[src/rtl/uart_pkg.sv]
// Shared types and constants for the UART transmit path and its register wrapper.
package uart_pkg;

    localparam int unsigned DEFAULT_CLKS_PER_BIT = 868;
    localparam int unsigned TX_READY_BIT         = 0;
    localparam int unsigned DATA_W               = 8;

    typedef enum logic [1:0] {
        IDLE  = 2'd0,
        START = 2'd1,
        DATA  = 2'd2,
        STOP  = 2'd3
    } tx_state_t;

endpackage

[src/rtl/uart_tx_if.sv]
// Byte push handshake between the register wrapper and the transmit engine.
interface uart_tx_if;
    import uart_pkg::*;

    logic [DATA_W-1:0] tx_data;
    logic              tx_valid;
    logic              tx_ready;

    modport master (output tx_data, output tx_valid, input  tx_ready);
    modport slave  (input  tx_data, input  tx_valid, output tx_ready);

endinterface

[src/rtl/uart_sync_fifo.sv]
// Single-clock FIFO; full/empty are registered decodes of the next occupancy.
module uart_sync_fifo #(
    parameter int unsigned WIDTH = 8,
    parameter int unsigned DEPTH = 16
) (
    input  logic                         clk,
    input  logic                         rstn,
    input  logic                         push,
    input  logic                         pop,
    input  logic [WIDTH-1:0]             din,
    output logic [WIDTH-1:0]             dout,
    output logic [$clog2(DEPTH+1)-1:0]   count,
    output logic                         full,
    output logic                         empty
);

    localparam int unsigned PTR_W = $clog2(DEPTH);
    localparam int unsigned CNT_W = $clog2(DEPTH+1);

    logic [WIDTH-1:0] mem [DEPTH];
    logic [PTR_W-1:0] wr_ptr;
    logic [PTR_W-1:0] rd_ptr;
    logic [CNT_W-1:0] count_next;
    logic             do_push;
    logic             do_pop;

    assign do_push = push && !full;
    assign do_pop  = pop && !empty;
    assign dout    = mem[rd_ptr];

    always_comb begin
        count_next = count;
        case ({do_push, do_pop})
            2'b10:   count_next = count + CNT_W'(1);
            2'b01:   count_next = count - CNT_W'(1);
            default: count_next = count;
        endcase
    end

    // Pointers wrap naturally because DEPTH is a power of two.
    always_ff @(posedge clk) begin
        if (!rstn) begin
            wr_ptr <= '0;
            rd_ptr <= '0;
            count  <= '0;
            full   <= 1'b0;
            empty  <= 1'b1;
        end else begin
            if (do_push) wr_ptr <= wr_ptr + PTR_W'(1);
            if (do_pop)  rd_ptr <= rd_ptr + PTR_W'(1);
            count <= count_next;
            full  <= (count_next == CNT_W'(DEPTH));
            empty <= (count_next == '0);
        end
    end

    always_ff @(posedge clk) begin
        if (do_push) mem[wr_ptr] <= din;
    end

endmodule

[src/rtl/uart_tx_engine.sv]
// Buffered 8N1 transmitter: byte FIFO feeding a baud-timed bit serializer.
module uart_tx_engine
    import uart_pkg::*;
#(
    parameter int unsigned CLKS_PER_BIT = DEFAULT_CLKS_PER_BIT,
    parameter int unsigned FIFO_DEPTH   = 16
) (
    input  logic                              clk,
    input  logic                              rstn,
    uart_tx_if.slave                          bus,
    output logic                              tx_busy,
    output logic [$clog2(FIFO_DEPTH+1)-1:0]   fifo_count,
    output logic                              uart_tx_pin
);

    localparam int unsigned       BAUD_W    = $clog2(CLKS_PER_BIT);
    localparam logic [BAUD_W-1:0] BAUD_LAST = BAUD_W'(CLKS_PER_BIT - 1);

    tx_state_t         state;
    logic [BAUD_W-1:0] baud_cnt;
    logic [2:0]        bit_idx;
    logic [DATA_W-1:0] shreg;
    logic [DATA_W-1:0] fifo_dout;
    logic              fifo_full;
    logic              fifo_empty;
    logic              baud_last;
    logic              pop;

    assign baud_last = (baud_cnt == BAUD_LAST);
    // Pop from IDLE, or at the end of STOP so the next start bit follows with no gap.
    assign pop = !fifo_empty && ((state == IDLE) || (state == STOP && baud_last));

    uart_sync_fifo #(
        .WIDTH (DATA_W),
        .DEPTH (FIFO_DEPTH)
    ) u_fifo (
        .clk   (clk),
        .rstn  (rstn),
        .push  (bus.tx_valid),
        .pop   (pop),
        .din   (bus.tx_data),
        .dout  (fifo_dout),
        .count (fifo_count),
        .full  (fifo_full),
        .empty (fifo_empty)
    );

    assign bus.tx_ready = !fifo_full;
    assign tx_busy      = (state != IDLE) || !fifo_empty;

    always_ff @(posedge clk) begin
        if (!rstn) begin
            state       <= IDLE;
            baud_cnt    <= '0;
            bit_idx     <= '0;
            shreg       <= '0;
            uart_tx_pin <= 1'b1;
        end else begin
            baud_cnt <= (state == IDLE || baud_last) ? '0 : baud_cnt + BAUD_W'(1);
            case (state)
                IDLE: begin
                    uart_tx_pin <= 1'b1;
                    if (pop) begin
                        shreg       <= fifo_dout;
                        bit_idx     <= '0;
                        state       <= START;
                        uart_tx_pin <= 1'b0;
                    end
                end
                START: begin
                    if (baud_last) begin
                        state       <= DATA;
                        uart_tx_pin <= shreg[0];
                    end
                end
                DATA: begin
                    if (baud_last) begin
                        if (bit_idx == 3'd7) begin
                            state       <= STOP;
                            uart_tx_pin <= 1'b1;
                        end else begin
                            bit_idx     <= bit_idx + 3'd1;
                            shreg       <= shreg >> 1;
                            uart_tx_pin <= shreg[1];
                        end
                    end
                end
                STOP: begin
                    if (baud_last) begin
                        if (pop) begin
                            shreg       <= fifo_dout;
                            bit_idx     <= '0;
                            state       <= START;
                            uart_tx_pin <= 1'b0;
                        end else begin
                            state <= IDLE;
                        end
                    end
                end
                default: begin
                    state       <= IDLE;
                    uart_tx_pin <= 1'b1;
                end
            endcase
        end
    end

endmodule

[src/flat_wrapper.sv]
// flat-port wrapper written by rule: the top's interface ports become plain ports
module uart_tx_engine_flat import uart_pkg::*;
#(
    parameter int unsigned CLKS_PER_BIT = DEFAULT_CLKS_PER_BIT,
    parameter int unsigned FIFO_DEPTH   = 16
)
  (clk, rstn, tx_busy, fifo_count, uart_tx_pin, bus_tx_data, bus_tx_valid, bus_tx_ready);
  uart_tx_if bus_i ();
  input  logic clk;
  input  logic rstn;
  output logic tx_busy;
  output logic [$clog2(FIFO_DEPTH+1)-1:0] fifo_count;
  output logic uart_tx_pin;
  input wire logic [$bits(bus_i.tx_data)-1:0] bus_tx_data;
  input wire logic [$bits(bus_i.tx_valid)-1:0] bus_tx_valid;
  output wire logic [$bits(bus_i.tx_ready)-1:0] bus_tx_ready;
  assign bus_i.tx_data = bus_tx_data;
  assign bus_i.tx_valid = bus_tx_valid;
  assign bus_tx_ready = bus_i.tx_ready;
  uart_tx_engine #(.CLKS_PER_BIT(CLKS_PER_BIT), .FIFO_DEPTH(FIFO_DEPTH)) u_core (.clk(clk), .rstn(rstn), .bus(bus_i), .tx_busy(tx_busy), .fifo_count(fifo_count), .uart_tx_pin(uart_tx_pin));
endmodule
[config.mk]
export PLATFORM = sky130hd
export DESIGN_NAME = uart_tx_engine_flat
export DESIGN_NICKNAME = d
export VERILOG_FILES = /design/src/rtl/uart_pkg.sv /design/src/rtl/uart_tx_if.sv /design/src/rtl/uart_sync_fifo.sv /design/src/rtl/uart_tx_engine.sv /design/src/flat_wrapper.sv
export SDC_FILE = /design/constraint.sdc
export NUM_CORES = 1
export LEC_CHECK = 0
export ABC_AREA = 1
export CORE_MARGIN = 1
export CORE_UTILIZATION = 45
export CTS_CLUSTER_DIAMETER = 40
export CTS_CLUSTER_SIZE = 25
export DETAILED_ROUTE_END_ITERATION = 16
export GPL_TIMING_DRIVEN = 0
export SKIP_CTS_REPAIR_TIMING = 1
export SYNTH_ARGS = -nofsm -noshare
export SYNTH_HDL_FRONTEND = slang
export SYNTH_HIERARCHICAL = 1
export SYNTH_SLANG_ARGS = --single-unit
[constraint.sdc]
create_clock -name clk -period 5.15 [get_ports clk]
set_clock_uncertainty 0.05 [all_clocks]
set_input_delay 0.515 -clock clk [delete_from_list [all_inputs] [get_ports clk]]
set_output_delay 0.515 -clock clk [all_outputs]
set_load 0.02 [all_outputs]
==> results of run 1 <==
synth_stat cells:
cell	count
o21bai_2	1
nor2_1	42
buf_4	2
o211ai_1	32
dfxtp_1	43
a21oi_1	56
nand3_2	7
inv_1	80
a21boi_0	1
o21ai_0	44
nand3_1	35
mux2i_1	32
o21ai_1	4
clkinv_1	1
buf_6	7
nor3_4	1
nand3_4	1
a31oi_1	2
inv_2	2
buf_1	1
ha_1	16
xor2_1	3
nand4_1	3
or2_2	2
nor3_1	5
and3_1	1
nor2_2	3
nor3b_1	1
nor2_4	2
a211oi_1	1
edfxtp_1	128
nand2_2	13
buf_2	6
clkbuf_1	12
nand2_1	84
nand2_4	4
worst min-delay path by stage:
stage,startpoint,endpoint,slack [ns],cells after the start
final,u_core/baud_cnt[0]$_SDFF_PP0_,u_core/baud_cnt[0]$_SDFF_PP0_,0.40,1
after global routing,u_core/baud_cnt[0]$_SDFF_PP0_,u_core/baud_cnt[0]$_SDFF_PP0_,0.43,1
after CTS,u_core/baud_cnt[0]$_SDFF_PP0_,u_core/baud_cnt[0]$_SDFF_PP0_,0.41,1
after detailed placement,u_core/baud_cnt[0]$_SDFF_PP0_,u_core/baud_cnt[0]$_SDFF_PP0_,0.40,1
after global placement,u_core/baud_cnt[0]$_SDFF_PP0_,u_core/baud_cnt[0]$_SDFF_PP0_,0.38,1
after floorplan,u_core/baud_cnt[0]$_SDFF_PP0_,u_core/baud_cnt[0]$_SDFF_PP0_,0.37,1
power by group:
part	leakage, uW	internal, uW	switching (uW)
Combinational	0.00131	425	765
Clock	0.000294	694	527
Sequential	0.00151	1570	58.1
layout make-up:
| type | count | area [um^2] |
|---|---|---|
| Buffer | 28 | 173 |
| Clock buffer | 21 | 493 |
| Clock inverter | 11 | 80.1 |
| Fill cell | 1436 | 7570 |
| Inverter | 83 | 312 |
| Multi-Input combinational cell | 396 | 2340 |
| Sequential cell | 171 | 4700 |
| Tap cell | 216 | 270 |
| Timing Repair Buffer | 18 | 180 |
placed cells by master, fill, tap and decap left out, drive strengths merged:
master / Yosys / routed
nand3: 43 / 43
a21boi: 1 / 1
clkbuf: 12 / 33
clkdlybuf4s50: 0 / 18
nor2: 47 / 47
dfxtp: 43 / 43
o211ai: 32 / 32
o21bai: 1 / 1
inv: 82 / 91
mux2i: 32 / 32
a211oi: 1 / 1
o21ai: 48 / 48
clkinv: 1 / 3
nor3b: 1 / 1
nand2: 101 / 101
ha: 16 / 16
or2: 2 / 2
a21oi: 56 / 56
and3: 1 / 1
nor3: 6 / 6
xor2: 3 / 3
nand4: 3 / 3
edfxtp: 128 / 128
buf: 16 / 16
a31oi: 2 / 2
registers in the layout (all words and copies together) (netlist names), 2 cells and up, named ones only:
name,cells
u_core/shreg,8
u_core/u_fifo/count,5
u_core/u_fifo/rd_ptr,4
u_core/u_fifo/wr_ptr,4
u_core/bit_idx,3
u_core/u_fifo/mem,128
u_core/state,2
u_core/baud_cnt,10
kinds of logic after synthesis:
kind of cell / count (synthesis) / share of synthesized area
adder cells (fa/ha/maj): 16 / 0.0266
flip-flops: 171 / 0.625
AO/OA/AOI/OAI: 141 / 0.106
multiplexers: 32 / 0.0426
buffers and inverters: 111 / 0.0643
XOR/XNOR: 3 / 0.00349
AND/OR/NAND/NOR: 204 / 0.132
worst max-delay path, stage by stage (launching register included):
cell,delay [ns]
dfxtp_1,0.37
inv_1,0.13
ha_1,0.18
inv_1,0.07
a21oi_1,0.20
nand2_2,0.13
inv_1,0.07
inv_1,0.06
nor2_4,0.15
buf_6,0.17
nand3_2,0.08
nand2_1,0.09
inv_2,0.04
ha_1,0.26
o21ai_0,0.23
nand2_1,0.10
nor2_1,0.14
nand3_2,0.12
o21bai_2,0.11
per-layer routing:
metal / global-route usage / up-vias / wire length, um
li1: - / 2437 / -
met1: 0.247 / 2483 / 7330
met2: 0.332 / 115 / 8150
met3: 0.0359 / 31 / 648
met4: 0.0891 / 0 / 420
met5: 0 / - / 0
per-stage QoR:
step / setup slack [ns] / utilization / instance area [um^2] / std cells / hold slack [ns]
2_1_floorplan: 2.72 / - / 7520 / 678 / 0.368
3_3_place_gp: 2.41 / 0.495 / 7980 / 912 / 0.380
3_5_place_dp: 2.33 / 0.495 / 7980 / 912 / 0.402
4_1_cts: 2.31 / 0.530 / 8550 / 944 / 0.410
5_1_grt: 2.09 / 0.530 / 8550 / 944 / 0.426
6_report: 2.32 / 0.530 / 8550 / 944 / 0.405
==> flow_metrics.env, run 1 <==
export IMPL_status="finished, final reports clean"
export IMPL_htree_num_levels=4
export IMPL_grt_total_usage=0.197
export IMPL_ys_types=36
export IMPL_p_leak_uw=0.00311
export IMPL_diodes=0
export IMPL_worstPathRequired_ns=5.46
export IMPL_finalHoldViolCount=0
export IMPL_cp_startpoint="u_core/state[0]$_SDFFE_PN0P_"
export IMPL_die_y_um=131
export IMPL_yosys_area_top_type_share=0.511
export IMPL_grt_ovfl_total=0
export IMPL_power_density_nw_per_um2=472
export IMPL_synthCells=678
export IMPL_drv_slew=0
export IMPL_critPathLaunchType="flip-flop"
export IMPL_arrival_ns=3.14
export IMPL_max_freq_ghz=0.354
export IMPL_path_clk_slew_ns=0.07
export IMPL_die_w_um=131
export IMPL_dieArea_um2=17200
export IMPL_ir_worst_vdd_uv=340
export IMPL_yosys_top_cells_area="edfxtp_1 51%, dfxtp_1 11%, mux2i_1 4.3%, nand2_1 4.2%, inv_1 4.0%"
export IMPL_grt_pass1_vias=4876
export IMPL_areaGrowthSynthToFinish_pct=13.6
export IMPL_rrSetupSlack_ns=2.32
export IMPL_clk_path_buf_depth=2
export IMPL_netlist_top_cell_by_area="edfxtp_1"
export IMPL_ant_nets=0
export IMPL_drt_pass1_iterations=5
export IMPL_ios=19
export IMPL_cap_viol_max_count=0
export IMPL_period_minus_slack_ns=2.83
export IMPL_cts_buffers=17
export IMPL_cts_tree="done"
export IMPL_slew_headroom=0.375
export IMPL_drive_above_1_share=0.110
export IMPL_drtIter0Drc=391
export IMPL_finalWeightedCongestion=0.928
export IMPL_port_buffers=18
export IMPL_syn_area_per_cell_um2=11.1
export IMPL_cp_end_kind="flip-flop"
export IMPL_p_total_uw=4040
export IMPL_grt_pass1_wl_um=25600
export IMPL_cts_root_buf="clkbuf_16"
export IMPL_setup_viol=0
export IMPL_rr_worst_depth=18
export IMPL_crit_fanout=10
export IMPL_tns_ns=0
export IMPL_worst_pin_slew_ns=0.933
export IMPL_syn_area_um2=7520
export IMPL_yosysWarnings=6
export IMPL_wl_per_cell_um=17.5
export IMPL_rows=46
export IMPL_crit_end="u_core/u_fifo/empty$_SDFF_PN1_"
export IMPL_drc=0
export IMPL_hpwl_um=11400
export IMPL_rsz0062_at_grt="no"
export IMPL_yosysSeqAreaShare=0.625
export IMPL_vias=5066
export IMPL_grt_max_degree=17
export IMPL_critical_path_class="reg2reg"
export IMPL_clock_sinks=171
export IMPL_reg2reg_to="u_core/u_fifo/empty$_SDFF_PN1_"
export IMPL_vias_per_cell=5.37
export IMPL_min_path_type="reg2reg"
export IMPL_nets=742
export IMPL_fin_crit_sh=0.549
export IMPL_syn_num_nets=705
export IMPL_r2r_start="u_core/state[0]$_SDFFE_PN0P_"
export IMPL_core_area_um2=16100
export IMPL_drt_wl_total_um=16600
export IMPL_initial_utilization=0.467
export IMPL_ys_ff_latch=171
export IMPL_antenna_found_initial=0
export IMPL_clk_latency_ns=0.43
No activity file was read; power rests on OpenSTA's default activity.
==> run 2: changes to the inputs <==
==> constraint.sdc (replaced) <==
create_clock -name clk -period 3 [get_ports clk]
set_clock_uncertainty 0.05 [all_clocks]
set_input_delay 0.3 -clock clk [delete_from_list [all_inputs] [get_ports clk]]
set_output_delay 0.3 -clock clk [all_outputs]
set_load 0.02 [all_outputs]
==> flow_metrics.env, run 2 (synthesized netlist as in run 1, its figures left out) <==
export IMPL_cts_tree="done"
export IMPL_initial_utilization=0.467
export IMPL_crit_fanout=4
export IMPL_worstPathRequired_ns=3.27
export IMPL_status="finished, final reports clean"
export IMPL_p_leak_uw=0.00312
export IMPL_htree_num_levels=4
export IMPL_ant_nets=0
export IMPL_rrSetupSlack_ns=0.28
export IMPL_wl_per_cell_um=17.5
export IMPL_die_w_um=131
export IMPL_wl_met3_um=736
export IMPL_rsz0062_at_grt="no"
export IMPL_fin_crit_sh=0.905
export IMPL_drc=0
export IMPL_diodes=0
export IMPL_r2r_start="u_core/baud_cnt[0]$_SDFF_PP0_"
export IMPL_cts_buffers=17
export IMPL_finalHoldViolCount=0
export IMPL_drv_slew=0
export IMPL_crit_top_cell="nand2_1"
export IMPL_hpwl_um=11400
export IMPL_dieArea_um2=17200
export IMPL_critical_path_class="reg2reg"
export IMPL_nets=744
export IMPL_grt_pass1_wl_um=25600
export IMPL_rows=46
export IMPL_slowest_delay_ns=0.35
export IMPL_final_core_utilization=0.532
export IMPL_crit_buf_inv=5
export IMPL_drt_pass1_iterations=5
export IMPL_port_buffers=18
export IMPL_cp_startpoint="u_core/baud_cnt[0]$_SDFF_PP0_"
export IMPL_areaGrowthSynthToFinish_pct=13.9
export IMPL_clk_latency_ns=0.43
export IMPL_wl_met2_um=8210
export IMPL_p_total_uw=6940
export IMPL_period_minus_slack_ns=2.72
export IMPL_grt_max_degree=17
export IMPL_wirelength_met1_um=7190
export IMPL_core_area_um2=16100
export IMPL_cp_end_kind="flip-flop"
export IMPL_min_path_cells=1
export IMPL_regMostFlops="u_core/u_fifo/mem"
export IMPL_hold_start="u_core/baud_cnt[0]$_SDFF_PP0_"
export IMPL_power_density_nw_per_um2=811
export IMPL_slowest_stage="dfxtp_1"
export IMPL_clock_sinks=171
export IMPL_critPathLaunchType="flip-flop"
export IMPL_antenna_found_initial=0
export IMPL_ir_worst_vdd_uv=578
export IMPL_worst_pin_slew_ns=0.923
export IMPL_worstHoldEndpoint="u_core/baud_cnt[0]$_SDFF_PP0_"
export IMPL_max_freq_ghz=0.368
export IMPL_min_path_type="reg2reg"
export IMPL_cts_root_buf="clkbuf_16"
export IMPL_clk_path_buf_depth=2
export IMPL_drtIter0Drc=378
export IMPL_layout_common_cells="128 x edfxtp_1, 84 x nand2_1, 82 x inv_1"
export IMPL_finalWeightedCongestion=0.928
export IMPL_grt_ovfl_total=0
export IMPL_drive_above_1_share=0.114
export IMPL_tns_ns=0
export IMPL_cap_viol_max_count=0
export IMPL_drt_wl_total_um=16500
export IMPL_vias_per_cell=5.36
export IMPL_grt_pass1_vias=4876
export IMPL_setup_viol=0
export IMPL_path_clk_slew_ns=0.06
export IMPL_rr_worst_depth=23
export IMPL_largest_reg_flops=128
export IMPL_slew_headroom=0.382
export IMPL_topRoutingLayerUsed="met4"
export IMPL_reg2reg_to="u_core/u_fifo/count[4]$_SDFF_PN0_"
export IMPL_critical_path_top_delay_family="simple AND/OR/NAND/NOR gates"
export IMPL_grt_total_usage=0.197
export IMPL_path_cells="ha_1 -> nand2_1 -> nor2_2 -> nand3_2 -> nand2_2 -> nand2_2 -> inv_1 -> inv_1 -> nor2_4 -> nand2_4 -> nand2_1 -> nand2_1 -> inv_2 -> ha_1 -> inv_1 -> nand2_1 -> nand3_2 -> o21ai_1 -> nand3_1 -> nand2_1 -> nand2_2 -> nand2_2 -> inv_1"
export IMPL_die_y_um=131
export IMPL_ios=19
export IMPL_arrival_ns=2.99
export IMPL_vias=5067
export IMPL_mostFrequentLayoutCell="edfxtp_1"
export IMPL_biggestRegsByFlops="u_core/u_fifo/mem (128), u_core/baud_cnt (10), u_core/shreg (8)"
run 2: changes by cell type in the layout (fill, tap and decap cells not counted), sizes merged:
| cell | delta |
|---|---|
| buf | +2 |
run 2: final cells by class:
class / instances / area [um^2]
multi-input cells: 396 / 2340
well taps: 216 / 270
clock buffers: 21 / 493
fillers: 1431 / 7550
repair buffers: 20 / 195
clock inverters: 11 / 80.1
flip-flops and latches: 171 / 4700
inverters: 83 / 312
plain buffers: 28 / 173
run 2: worst max-delay path by stage:
stage | end | cells after the start
2_1_floorplan | u_core/u_fifo/empty$_SDFF_PN1_ | 19
6_report | u_core/u_fifo/count[4]$_SDFF_PN0_ | 23
3_3_place_gp | u_core/u_fifo/empty$_SDFF_PN1_ | 19
5_1_grt | u_core/u_fifo/count[4]$_SDFF_PN0_ | 23
3_5_place_dp | u_core/u_fifo/empty$_SDFF_PN1_ | 19
4_1_cts | u_core/u_fifo/empty$_SDFF_PN1_ | 19
run 2: power breakdown:
group	total (uW)	internal [uW]	switching, uW
combinational	2060	745	1310
clock	2100	1190	905
sequential	2790	2690	102
run 2: routing by layer:
metal,global-route usage,vias up
li1,-,2440
met1,0.247,2477
met2,0.332,121
met3,0.0359,29
met4,0.0891,0
met5,0,-
run 2: stage by stage:
| step | hold WS (ns) | setup WS (ns) | cell area (um^2) | std cells |
|---|---|---|---|---|
| after floorplan | 0.334 | 0.565 | 7520 | 678 |
| after global placement | 0.380 | 0.262 | 7980 | 912 |
| after detailed placement | 0.402 | 0.182 | 7980 | 912 |
| after CTS | 0.410 | 0.164 | 8550 | 944 |
| after global routing | 0.426 | 0.00488 | 8570 | 946 |
| final | 0.404 | 0.284 | 8570 | 946 |
==> run 3: changes to the inputs <==
--- a/config.mk
+++ b/config.mk
@@ -12,6 +12,8 @@
 export CTS_CLUSTER_SIZE = 25
 export DETAILED_ROUTE_END_ITERATION = 16
 export GPL_TIMING_DRIVEN = 0
+export MAX_ROUTING_LAYER = met4
+export RECOVER_POWER = 50
 export SKIP_CTS_REPAIR_TIMING = 1
 export SYNTH_ARGS = -nofsm -noshare
 export SYNTH_HDL_FRONTEND = slang
==> flow_metrics.env, run 3 (synthesized netlist as in run 1, its figures left out) <==
export IMPL_status="finished, final reports clean"
export IMPL_biggestRegsByFlops="u_core/u_fifo/mem (128), u_core/baud_cnt (10), u_core/shreg (8)"
export IMPL_core_area_um2=16100
export IMPL_drc=0
export IMPL_layout_common_cells="128 x edfxtp_1, 84 x nand2_1, 80 x inv_1"
export IMPL_finalWeightedCongestion=0.935
export IMPL_antenna_found_initial=0
export IMPL_mostFrequentLayoutCell="edfxtp_1"
export IMPL_worstPathRequired_ns=3.31
export IMPL_grt_total_usage=0.204
export IMPL_crit_fanout=4
export IMPL_grt_ovfl_total=0
export IMPL_initial_utilization=0.467
export IMPL_crit_buf_inv=4
export IMPL_power_density_nw_per_um2=803
export IMPL_p_leak_uw=0.00310
export IMPL_min_path_type="reg2reg"
export IMPL_regMostFlops="u_core/u_fifo/mem"
export IMPL_grt_pass1_vias=4832
export IMPL_clock_sinks=171
export IMPL_p_total_uw=6860
export IMPL_vias_per_cell=5.34
export IMPL_wl_per_cell_um=17.3
export IMPL_arrival_ns=3.03
export IMPL_dieArea_um2=17200
export IMPL_rsz0062_at_grt="no"
export IMPL_largest_reg_flops=128
export IMPL_multi_input_area_um2=2340
export IMPL_critical_path_class="reg2reg"
export IMPL_cts_root_buf="clkbuf_16"
export IMPL_critPathLaunchType="flip-flop"
export IMPL_drt_wl_total_um=16300
export IMPL_drt_pass1_iterations=5
export IMPL_fillers=1432
export IMPL_htree_num_levels=4
export IMPL_rows=46
export IMPL_ant_nets=0
export IMPL_cp_end_kind="flip-flop"
export IMPL_drive_above_1_share=0.115
export IMPL_fin_crit_sh=0.907
export IMPL_die_y_um=131
export IMPL_clk_latency_ns=0.43
export IMPL_worst_hold_slack_ns=0.401
export IMPL_max_freq_ghz=0.368
export IMPL_final_core_utilization=0.531
export IMPL_critical_path_top_delay_family="simple AND/OR/NAND/NOR gates"
export IMPL_slew_headroom=0.426
export IMPL_cts_tree="done"
export IMPL_period_minus_slack_ns=2.72
export IMPL_tns_ns=0
export IMPL_finalInstanceArea_um2=8550
export IMPL_areaGrowthSynthToFinish_pct=13.6
export IMPL_cts_buffers=17
export IMPL_hpwl_um=11400
export IMPL_finalHoldViolCount=0
export IMPL_slowest_delay_ns=0.35
export IMPL_worst_pin_slew_ns=0.858
export IMPL_setup_viol=0
export IMPL_drv_slew=0
export IMPL_diodes=0
export IMPL_die_w_um=131
export IMPL_port_buffers=18
export IMPL_path_clk_slew_ns=0.06
export IMPL_vias=5047
export IMPL_ios=19
export IMPL_seq_area_um2=4700
export IMPL_path_cells="ha_1 -> nand2_1 -> nor2_2 -> nand3_2 -> nand2_2 -> nand2_2 -> inv_1 -> inv_1 -> nor2_4 -> buf_6 -> nand3_2 -> nand2_1 -> inv_2 -> ha_1 -> o21ai_1 -> nand2_1 -> nor2_1 -> nand3_2 -> o21bai_2"
export IMPL_slowest_stage="dfxtp_1"
export IMPL_cap_viol_max_count=0
export IMPL_nets=744
export IMPL_grt_pass1_wl_um=25600
export IMPL_place_area_um2=7980
export IMPL_ir_worst_vdd_uv=498
export IMPL_drtIter0Drc=398
export IMPL_clk_path_buf_depth=2
export IMPL_grt_max_degree=17
[run 3: cell count changes in the layout (fill, tap and decap cells not counted), sizes merged]
| cell | before | now |
|---|---|---|
| dlygate4sd3 | 0 | 15 |
| clkdlybuf4s50 | 18 | 3 |
| clkinv | 3 | 9 |
| clkinvlp | 0 | 1 |
| inv | 91 | 85 |
| clkbuf | 33 | 31 |
| bufinv | 0 | 1 |
[run 3: where the power goes]
part	switching (uW)	internal [uW]	total (uW)
Sequential	104	2690	2790
Clock	894	1150	2040
Combinational	1300	734	2030
Total	2300	4570	6860
[run 3: layer usage]
layer	share of wire	vias up	wire length [um]	global-route usage
li1	-	2433	-	-
met3	0.051	37	835	0.0413
met2	0.50	125	8120	0.323
met1	0.43	2452	6980	0.257
met4	0.024	0	384	0.0840
met5	0	-	0	-
[run 3: cell type report]
| type | instances | area share |
|---|---|---|
| inverters | 83 | 0.0364 |
| flip-flops and latches | 171 | 0.550 |
| repair buffers | 20 | 0.0228 |
| clock inverters | 13 | 0.0139 |
| multi-input cells | 396 | 0.274 |
| clock buffers | 19 | 0.0506 |
| well taps | 216 | 0.0316 |
| plain buffers | 28 | 0.0202 |
[run 3: per-stage QoR]
step | worst slack [ns] | cells
after floorplan | 0.565 | 678
after global placement | 0.263 | 912
after detailed placement | 0.175 | 912
after CTS | 0.148 | 944
after global routing | 0.0171 | 946
final | 0.280 | 946
[run 3: path summary, 6_finish.rpt]
| kind | from | endpoint | slack (ns) | depth (start not counted) |
|---|---|---|---|---|
| setup reg to reg | u_core/baud_cnt[0]$_SDFF_PP0_ | u_core/u_fifo/empty$_SDFF_PN1_ | 0.28 | 19 |
| setup / recovery | u_core/baud_cnt[0]$_SDFF_PP0_ | u_core/u_fifo/empty$_SDFF_PN1_ | 0.28 | 19 |
| hold reg to reg | u_core/baud_cnt[0]$_SDFF_PP0_ | u_core/baud_cnt[0]$_SDFF_PP0_ | 0.40 | 1 |
| hold / removal | u_core/baud_cnt[0]$_SDFF_PP0_ | u_core/baud_cnt[0]$_SDFF_PP0_ | 0.40 | 1 |
